### config.mk
export PLATFORM = sky130hd
export DESIGN_NAME = unified_mem_arbiter_flat
export DESIGN_NICKNAME = d
export VERILOG_FILES = /design/src/rtl/unified_mem_arbiter_if.sv /design/src/rtl/unified_mem_arbiter.sv /design/src/flat_wrapper.sv
export SDC_FILE = /design/constraint.sdc
export NUM_CORES = 1
export LEC_CHECK = 0
export CORE_ASPECT_RATIO = 2
export CORE_MARGIN = 4
export CORE_UTILIZATION = 20
export DETAILED_ROUTE_END_ITERATION = 8
export PLACE_DENSITY = 0.81
export SETUP_SLACK_MARGIN = 0.2
export SLEW_MARGIN = 15
export SYNTH_ARGS = -nofsm -noshare
export SYNTH_HDL_FRONTEND = slang
export SYNTH_SLANG_ARGS = --single-unit
### constraint.sdc
create_clock -name clk -period 1.97 [get_ports clk]
set_input_delay 0.394 -clock clk [delete_from_list [all_inputs] [get_ports clk]]
set_output_delay 0.394 -clock clk [all_outputs]
set_load 0.01 [all_outputs]
### src/rtl/unified_mem_arbiter_if.sv
// Bundles the fetch port, the data port and the shared single-port RAM bus of unified_mem_arbiter.
// The arbiter takes the slave view; the pipeline/RAM environment takes the master view.
interface unified_mem_arbiter_if #(
  parameter int ADDR_W = 8,
  parameter int DATA_W = 32
);
  logic              i_req;
  logic [ADDR_W-1:0] i_addr;
  logic              i_gnt;
  logic              i_rvalid;
  logic [DATA_W-1:0] i_rdata;
  logic              d_req;
  logic              d_we;
  logic [ADDR_W-1:0] d_addr;
  logic [DATA_W-1:0] d_wdata;
  logic              d_gnt;
  logic              d_rvalid;
  logic [DATA_W-1:0] d_rdata;
  logic [ADDR_W-1:0] mem_addr;
  logic [DATA_W-1:0] mem_wdata;
  logic              mem_we;
  logic [DATA_W-1:0] mem_q;
  logic              busy;

  modport slave (
    input  i_req, i_addr, d_req, d_we, d_addr, d_wdata, mem_q,
    output i_gnt, i_rvalid, i_rdata, d_gnt, d_rvalid, d_rdata,
           mem_addr, mem_wdata, mem_we, busy
  );

  modport master (
    output i_req, i_addr, d_req, d_we, d_addr, d_wdata, mem_q,
    input  i_gnt, i_rvalid, i_rdata, d_gnt, d_rvalid, d_rdata,
           mem_addr, mem_wdata, mem_we, busy
  );
endinterface

### src/rtl/unified_mem_arbiter.sv
// Shares one single-port synchronous RAM between the fetch port and the data port.
// Data has priority; a saturating streak counter forces fetch through after MAX_D_STREAK data wins.
module unified_mem_arbiter #(
  parameter int ADDR_W       = 8,
  parameter int DATA_W       = 32,
  parameter int MAX_D_STREAK = 2
) (
  input logic                 clk,
  input logic                 rst,
  unified_mem_arbiter_if.slave bus
);
  localparam int SW = (MAX_D_STREAK > 0) ? $clog2(MAX_D_STREAK + 1) : 1;
  localparam logic [SW-1:0] STREAK_MAX = SW'(MAX_D_STREAK);

  typedef enum logic [1:0] {IDLE = 2'd0, I_WAIT = 2'd1, D_WAIT = 2'd2} state_e;

  state_e            state_q, state_d;
  logic [SW-1:0]     streak_q, streak_d;
  logic              fetch_wins;
  logic              i_gnt, d_gnt, i_rvalid, d_rvalid, mem_we, busy;
  logic [DATA_W-1:0] i_rdata, d_rdata, mem_wdata;
  logic [ADDR_W-1:0] mem_addr;

  // Arbitration, next-state and all outputs; reset forces every output to zero.
  always_comb begin
    state_d    = state_q;
    streak_d   = streak_q;
    fetch_wins = 1'b0;
    i_gnt      = 1'b0;
    d_gnt      = 1'b0;
    i_rvalid   = 1'b0;
    d_rvalid   = 1'b0;
    i_rdata    = '0;
    d_rdata    = '0;
    mem_we     = 1'b0;
    mem_addr   = '0;
    mem_wdata  = '0;
    busy       = 1'b0;
    if (rst) begin
      state_d  = IDLE;
      streak_d = '0;
    end else begin
      case (state_q)
        IDLE: begin
          fetch_wins = bus.i_req && (!bus.d_req || (streak_q == STREAK_MAX));
          if (fetch_wins) begin
            i_gnt    = 1'b1;
            mem_addr = bus.i_addr;
            state_d  = I_WAIT;
            streak_d = '0;
          end else if (bus.d_req) begin
            d_gnt    = 1'b1;
            mem_addr = bus.d_addr;
            if (bus.d_we) begin
              mem_we    = 1'b1;
              mem_wdata = bus.d_wdata;
              state_d   = IDLE;
            end else begin
              state_d = D_WAIT;
            end
            // Only wins taken while fetch is waiting count towards starvation.
            if (bus.i_req) begin
              if (streak_q != STREAK_MAX) begin
                streak_d = streak_q + SW'(1);
              end else begin
                streak_d = streak_q;
              end
            end else begin
              streak_d = '0;
            end
          end else begin
            state_d = IDLE;
          end
        end
        I_WAIT: begin
          busy     = 1'b1;
          i_rvalid = 1'b1;
          i_rdata  = bus.mem_q;
          state_d  = IDLE;
        end
        D_WAIT: begin
          busy     = 1'b1;
          d_rvalid = 1'b1;
          d_rdata  = bus.mem_q;
          state_d  = IDLE;
        end
        default: begin
          state_d = IDLE;
        end
      endcase
    end
  end

  // State and streak registers with synchronous reset.
  always_ff @(posedge clk) begin
    if (rst) begin
      state_q  <= IDLE;
      streak_q <= '0;
    end else begin
      state_q  <= state_d;
      streak_q <= streak_d;
    end
  end

  assign bus.i_gnt     = i_gnt;
  assign bus.d_gnt     = d_gnt;
  assign bus.i_rvalid  = i_rvalid;
  assign bus.d_rvalid  = d_rvalid;
  assign bus.i_rdata   = i_rdata;
  assign bus.d_rdata   = d_rdata;
  assign bus.mem_we    = mem_we;
  assign bus.mem_addr  = mem_addr;
  assign bus.mem_wdata = mem_wdata;
  assign bus.busy      = busy;
endmodule

### src/flat_wrapper.sv
// flat-port wrapper written by rule: the top's interface ports become plain ports
module unified_mem_arbiter_flat 
#(
  parameter int ADDR_W       = 8,
  parameter int DATA_W       = 32,
  parameter int MAX_D_STREAK = 2
)
  (clk, rst, bus_i_req, bus_i_addr, bus_d_req, bus_d_we, bus_d_addr, bus_d_wdata, bus_mem_q, bus_i_gnt, bus_i_rvalid, bus_i_rdata, bus_d_gnt, bus_d_rvalid, bus_d_rdata, bus_mem_addr, bus_mem_wdata, bus_mem_we, bus_busy);
  unified_mem_arbiter_if #(.ADDR_W(ADDR_W), .DATA_W(DATA_W)) bus_i ();
  input logic clk;
  input logic rst;
  input wire logic [$bits(bus_i.i_req)-1:0] bus_i_req;
  input wire logic [$bits(bus_i.i_addr)-1:0] bus_i_addr;
  input wire logic [$bits(bus_i.d_req)-1:0] bus_d_req;
  input wire logic [$bits(bus_i.d_we)-1:0] bus_d_we;
  input wire logic [$bits(bus_i.d_addr)-1:0] bus_d_addr;
  input wire logic [$bits(bus_i.d_wdata)-1:0] bus_d_wdata;
  input wire logic [$bits(bus_i.mem_q)-1:0] bus_mem_q;
  output wire logic [$bits(bus_i.i_gnt)-1:0] bus_i_gnt;
  output wire logic [$bits(bus_i.i_rvalid)-1:0] bus_i_rvalid;
  output wire logic [$bits(bus_i.i_rdata)-1:0] bus_i_rdata;
  output wire logic [$bits(bus_i.d_gnt)-1:0] bus_d_gnt;
  output wire logic [$bits(bus_i.d_rvalid)-1:0] bus_d_rvalid;
  output wire logic [$bits(bus_i.d_rdata)-1:0] bus_d_rdata;
  output wire logic [$bits(bus_i.mem_addr)-1:0] bus_mem_addr;
  output wire logic [$bits(bus_i.mem_wdata)-1:0] bus_mem_wdata;
  output wire logic [$bits(bus_i.mem_we)-1:0] bus_mem_we;
  output wire logic [$bits(bus_i.busy)-1:0] bus_busy;
  assign bus_i.i_req = bus_i_req;
  assign bus_i.i_addr = bus_i_addr;
  assign bus_i.d_req = bus_d_req;
  assign bus_i.d_we = bus_d_we;
  assign bus_i.d_addr = bus_d_addr;
  assign bus_i.d_wdata = bus_d_wdata;
  assign bus_i.mem_q = bus_mem_q;
  assign bus_i_gnt = bus_i.i_gnt;
  assign bus_i_rvalid = bus_i.i_rvalid;
  assign bus_i_rdata = bus_i.i_rdata;
  assign bus_d_gnt = bus_i.d_gnt;
  assign bus_d_rvalid = bus_i.d_rvalid;
  assign bus_d_rdata = bus_i.d_rdata;
  assign bus_mem_addr = bus_i.mem_addr;
  assign bus_mem_wdata = bus_i.mem_wdata;
  assign bus_mem_we = bus_i.mem_we;
  assign bus_busy = bus_i.busy;
  unified_mem_arbiter #(.ADDR_W(ADDR_W), .DATA_W(DATA_W), .MAX_D_STREAK(MAX_D_STREAK)) u_core (.clk(clk), .rst(rst), .bus(bus_i));
endmodule
[Word level (Yosys, flattened, before mapping)]
Cells that the tools add are included.
Word-level totals
  register bits after elaboration: 4
Operators by class
  equal/unequal tests: 5
  reduce and logical (&&, ||, !) cells: 9
  multiplexer cells: 38
  add/subtract/negate cells: 1
  bitwise gates (word level): 2
Operator list (number)
  $mux 32: 9
  $mux 8: 4
  $mux 1: 20
  $mux 2: 5
  $eq 2x2->1 const B: 2
  $reduce_or 2->1: 2
  $reduce_or 4->1: 1
  $ne 3x1->1 const B: 1
  $reduce_and 3->1: 1
  $add 2x1->2 const B: 1
  $eq 2x1->1 const B: 1
  $logic_not 2->1: 1
  $ne 2x2->1 const B: 1
  $not 1->1: 2
  $reduce_bool 2->1: 1
  $logic_and 1x1->1: 1
  $logic_not 1->1: 1
  $logic_or 1x1->1: 1

[Depth between registers and ports, before layout]
  word-level depth: 6
  gate-level depth with buffers: 7
  gate-level depth less buffers: 5

[Worst setup path before layout]
No wires, ideal clock.
  path type: register to output
  start: register u_core.streak_q[0]
  end: output bus_mem_wdata[22]
  cell stages (with the launch flop): 8
  required time: 1.576 ns
  slack: 0.306 ns
  data arrival time: 1.270 ns
  path through: dfxtp_1 -> inv_1 -> ha_1 -> a21oi_1 -> and3_1 -> buf_6 -> buf_6 -> and3_1
On the way
  longest elaborated chain between the ends: 6
RTL lines
  start: declaration: RTL line unified_mem_arbiter.sv:18  | logic [SW-1:0] streak_q, streak_d;
  start signal: assignment: RTL line unified_mem_arbiter.sv:101  | streak_q <= streak_d;
  $eq 2x2->1: RTL line unified_mem_arbiter.sv:45  | fetch_wins = bus.i_req && (!bus.d_req || (streak_q == STREAK_MAX));
  $logic_or 1x1->1: RTL line unified_mem_arbiter.sv:45
  $logic_and 1x1->1: RTL line unified_mem_arbiter.sv:45
  $mux 32: RTL line unified_mem_arbiter.sv:46  | if (fetch_wins) begin
  $mux 32: RTL line unified_mem_arbiter.sv:43  | case (state_q)
  $mux 32: RTL line unified_mem_arbiter.sv:39  | if (rst) begin
  end: declaration: RTL line flat_wrapper.sv:26  | output wire logic [$bits(bus_i.mem_wdata)-1:0] bus_mem_wdata;
No other way between the ends.

[Worst setup path in the final report]
  start: register u_core.streak_q[0]
  end: output bus_mem_wdata[12]
Same word-level chain as after synthesis.

==> results_dict.tcl <==
set metrics [dict create \
    synthCells 148 \
    ys_top_cells_by_area "and2_1, and3_1, dfxtp_1" \
    synth_seq_cells 4 \
    crit_type "register to primary output" \
    drv_cap 0 \
    arrival_ns 1.79 \
    wl_per_cell_um 20.7 \
    hold-path-endpoint "u_core.streak_q[0]$_SDFFE_PP0P_" \
    core_area_um2 4950 \
    grt_pass1_wl_mm 12.1 \
    hpwl_mm 5.26 \
    cp_top_family "buffers and inverters" \
    cts-hold-fix-buffers 0 \
    grt_pass1_vias 2346 \
    pwr-share-clk_pct 19.4 \
    p_seq_share_pct 9.8 \
    die_h_um 110 \
    die_area_um2 6440 \
    root_buffer "clkbuf_8" \
    place.gp.congestion 0.747 \
    hold_class "register to register" \
    reg2reg_slack_ns 0.44 \
    synth_cell_types 19 \
    area_growth_pct 311 \
    rows 36 \
    finalSetupViolations 50 \
    multi_input_area_um2 1130 \
    cts_htree_levels 1 \
    ys_warn_count 0 \
    most-common-layout-cells "buf_6, clkdlybuf4s50_1, and2_4, buf_2, and3_1" \
    syn_area_per_cell_um2 6.97 \
    antenna_found_initial 0 \
    path_clk_slew_ns 0.03 \
    cts_tree "yes" \
    ys_seq_area_share_pct 7.76 \
    cts_buffers 3 \
    worstPathMaxFanout 4 \
    n_fill_cell 259 \
    power_density_nw_per_um2 215 \
    ir_drop_v 0.000228 \
    vias_per_cell 4.87 \
    r2r-end "u_core.streak_q[1]$_SDFFE_PP0P_" \
    drtIter0Drc 50 \
    endpoint_kind "primary output" \
    nets 480 \
    required_ns 1.58 \
    die_x_um 58.8 \
    drc_errors 0 \
    overflow 0 \
    layout_commonest_cell "buf_6" \
    critical_path.cell_chain "inv_2, ha_4, a21oi_2, and3_4, buf_6, buf_12, clkbuf_16, and3_1, buf_2" \
    fmax_ghz 0.459 \
    p_sw_mw 0.266 \
    path_buf_inv 5 \
    skew_ns 0.0000620 \
    post-place-ws_ns -0.576 \
    io_buffers 194 \
    worst_slack_ns -0.210 \
    cts_buffer_depth 2 \
    num_antenna_cells 0 \
    wl_mm 9.24 \
    violations "negative setup slack" \
    synth_top_area_cell "and2_1" \
    p_sw_share_pct 29.1 \
    dr.pass1.iters 4 \
    period_needed_ns 2.18 \
    ioPinCount 195 \
    slowest_stage "dfxtp_2" \
    leakage_nw 2.08 \
    drive_gt1_share_pct 67.6 \
    synth_area_um2 1030 \
    p_comb_share_pct 70.9 \
    via_count 2173 \
    ant_nets 0 \
    clock-sinks 4 \
    status "finished with violations" \
    fin_hold_ws_ns 0.475 \
    hold_depth 2 \
    post-route-period-util_pct 111 \
    fin_setup_tns_ns -6.93 \
    syn_nets 237 \
    initial_utilization_pct 20.8 \
    register_area_um2 83.8 \
    finalHoldViolations 0 \
    grt_max_degree 35 \
    max-slew-margin-rel_pct 79.5 \
    r2r-start "u_core.state_q[1]$_SDFF_PP0_" \
    clock_latency_ns 0.22 \
    ff2ff_path_depth 7 \
    cpPeakStageDelay_ns 0.33 \
    cp-start-kind "register" \
    internal_power_mw 0.647 \
    worst_slew_pin_slew_ns 0.304 \
    groute.usage.overall_pct 25.1 \
    hp-start "u_core.streak_q[0]$_SDFFE_PP0P_" \
    netlist.area_leader.share_pct 39.4 \
    slew_viol_final 0 \
    rsz0062_at_grt "yes" \
]
[through the flow]
stage | power [mW] | instances | utilization, % | cell area (µm²)
finish | 0.912 | 446 | 85.6 | 4240
global route | 0.952 | 446 | 85.6 | 4240
CTS | 0.849 | 441 | 78.5 | 3890
detailed placement | 0.522 | 397 | 62.6 | 3100
global placement | 0.515 | 397 | 62.6 | 3100
floorplan | 0.211 | 148 | - | 1030
[layout make-up]
| cell class | instances | share of cell area (%) |
|---|---|---|
| Timing Repair Buffer | 253 | 68.4 |
| Multi-Input combinational cell | 126 | 26.5 |
| Sequential cell | 4 | 1.98 |
| Tap cell | 57 | 1.68 |
| Clock buffer | 3 | 0.973 |
| Inverter | 3 | 0.383 |
[worst max-delay path by stage]
stage	from	endpoint	slack, ns	depth (start not counted)
floorplan	u_core.streak_q[0]$_SDFFE_PP0P_	bus_mem_wdata[22]	0.31	7
global placement	rst	bus_mem_wdata[29]	-0.53	6
detailed placement	bus_i_req	bus_mem_wdata[9]	-0.58	6
CTS	u_core.streak_q[0]$_SDFFE_PP0P_	bus_mem_wdata[13]	-0.15	9
global route	u_core.streak_q[0]$_SDFFE_PP0P_	bus_mem_wdata[9]	-0.24	9
finish	u_core.streak_q[0]$_SDFFE_PP0P_	bus_mem_wdata[12]	-0.21	9
[metal layers]
layer	GRT usage [%]	up-vias	wire, µm
li1	-	984	-
met1	21.5	988	2690
met4	6.97	0	244
met5	0	-	0
met2	52.2	185	5350
met3	7.05	16	965
[synth_stat cells]
library cell,count
nor2b_1,4
nand2_1,2
nand2_2,1
inv_1,3
or4b_1,1
dfxtp_1,4
buf_2,2
buf_6,6
a22o_1,8
and3_1,33
nor3_4,1
nand4_1,1
and2_1,65
and2b_1,1
o21ai_0,1
nor3_1,1
clkbuf_1,7
a21oi_1,3
ha_1,4
[kinds of logic after synthesis]
logic type | after synthesis | synth area share (%)
compound gates | 12 | 8.73
fa+ha+maj | 4 | 4.85
simple gates | 110 | 67.5
buf+inv | 18 | 11.2
flops | 4 | 7.76
[flip-flops by register name (all words and copies together) (netlist names)]
name,flops
u_core.state_q,2
u_core.streak_q,2
[worst min-delay path, stage by stage (launching register included)]
cell     delay [ns]
dfxtp_2        0.32
nand2_1        0.06
a21oi_1        0.05
[repair_timing]
action / in CTS / in global routing
gates cloned: 14 / 2
gates resized for setup: 602 / 60
pin swaps: 50 / 15
endpoints found under the setup margin: 110 / 109
setup buffers: 27 / 3
[power by group through the flow]
stage | combinational [mW] | clock [mW] | sequential [mW]
finish | 0.646 | 0.177 | 0.0892
global route | 0.679 | 0.184 | 0.0891
CTS | 0.581 | 0.180 | 0.0880
detailed placement | 0.434 | 0 | 0.0876
global placement | 0.427 | 0 | 0.0874
floorplan | 0.123 | 0 | 0.0873
(Power assumes the default switching activity.)
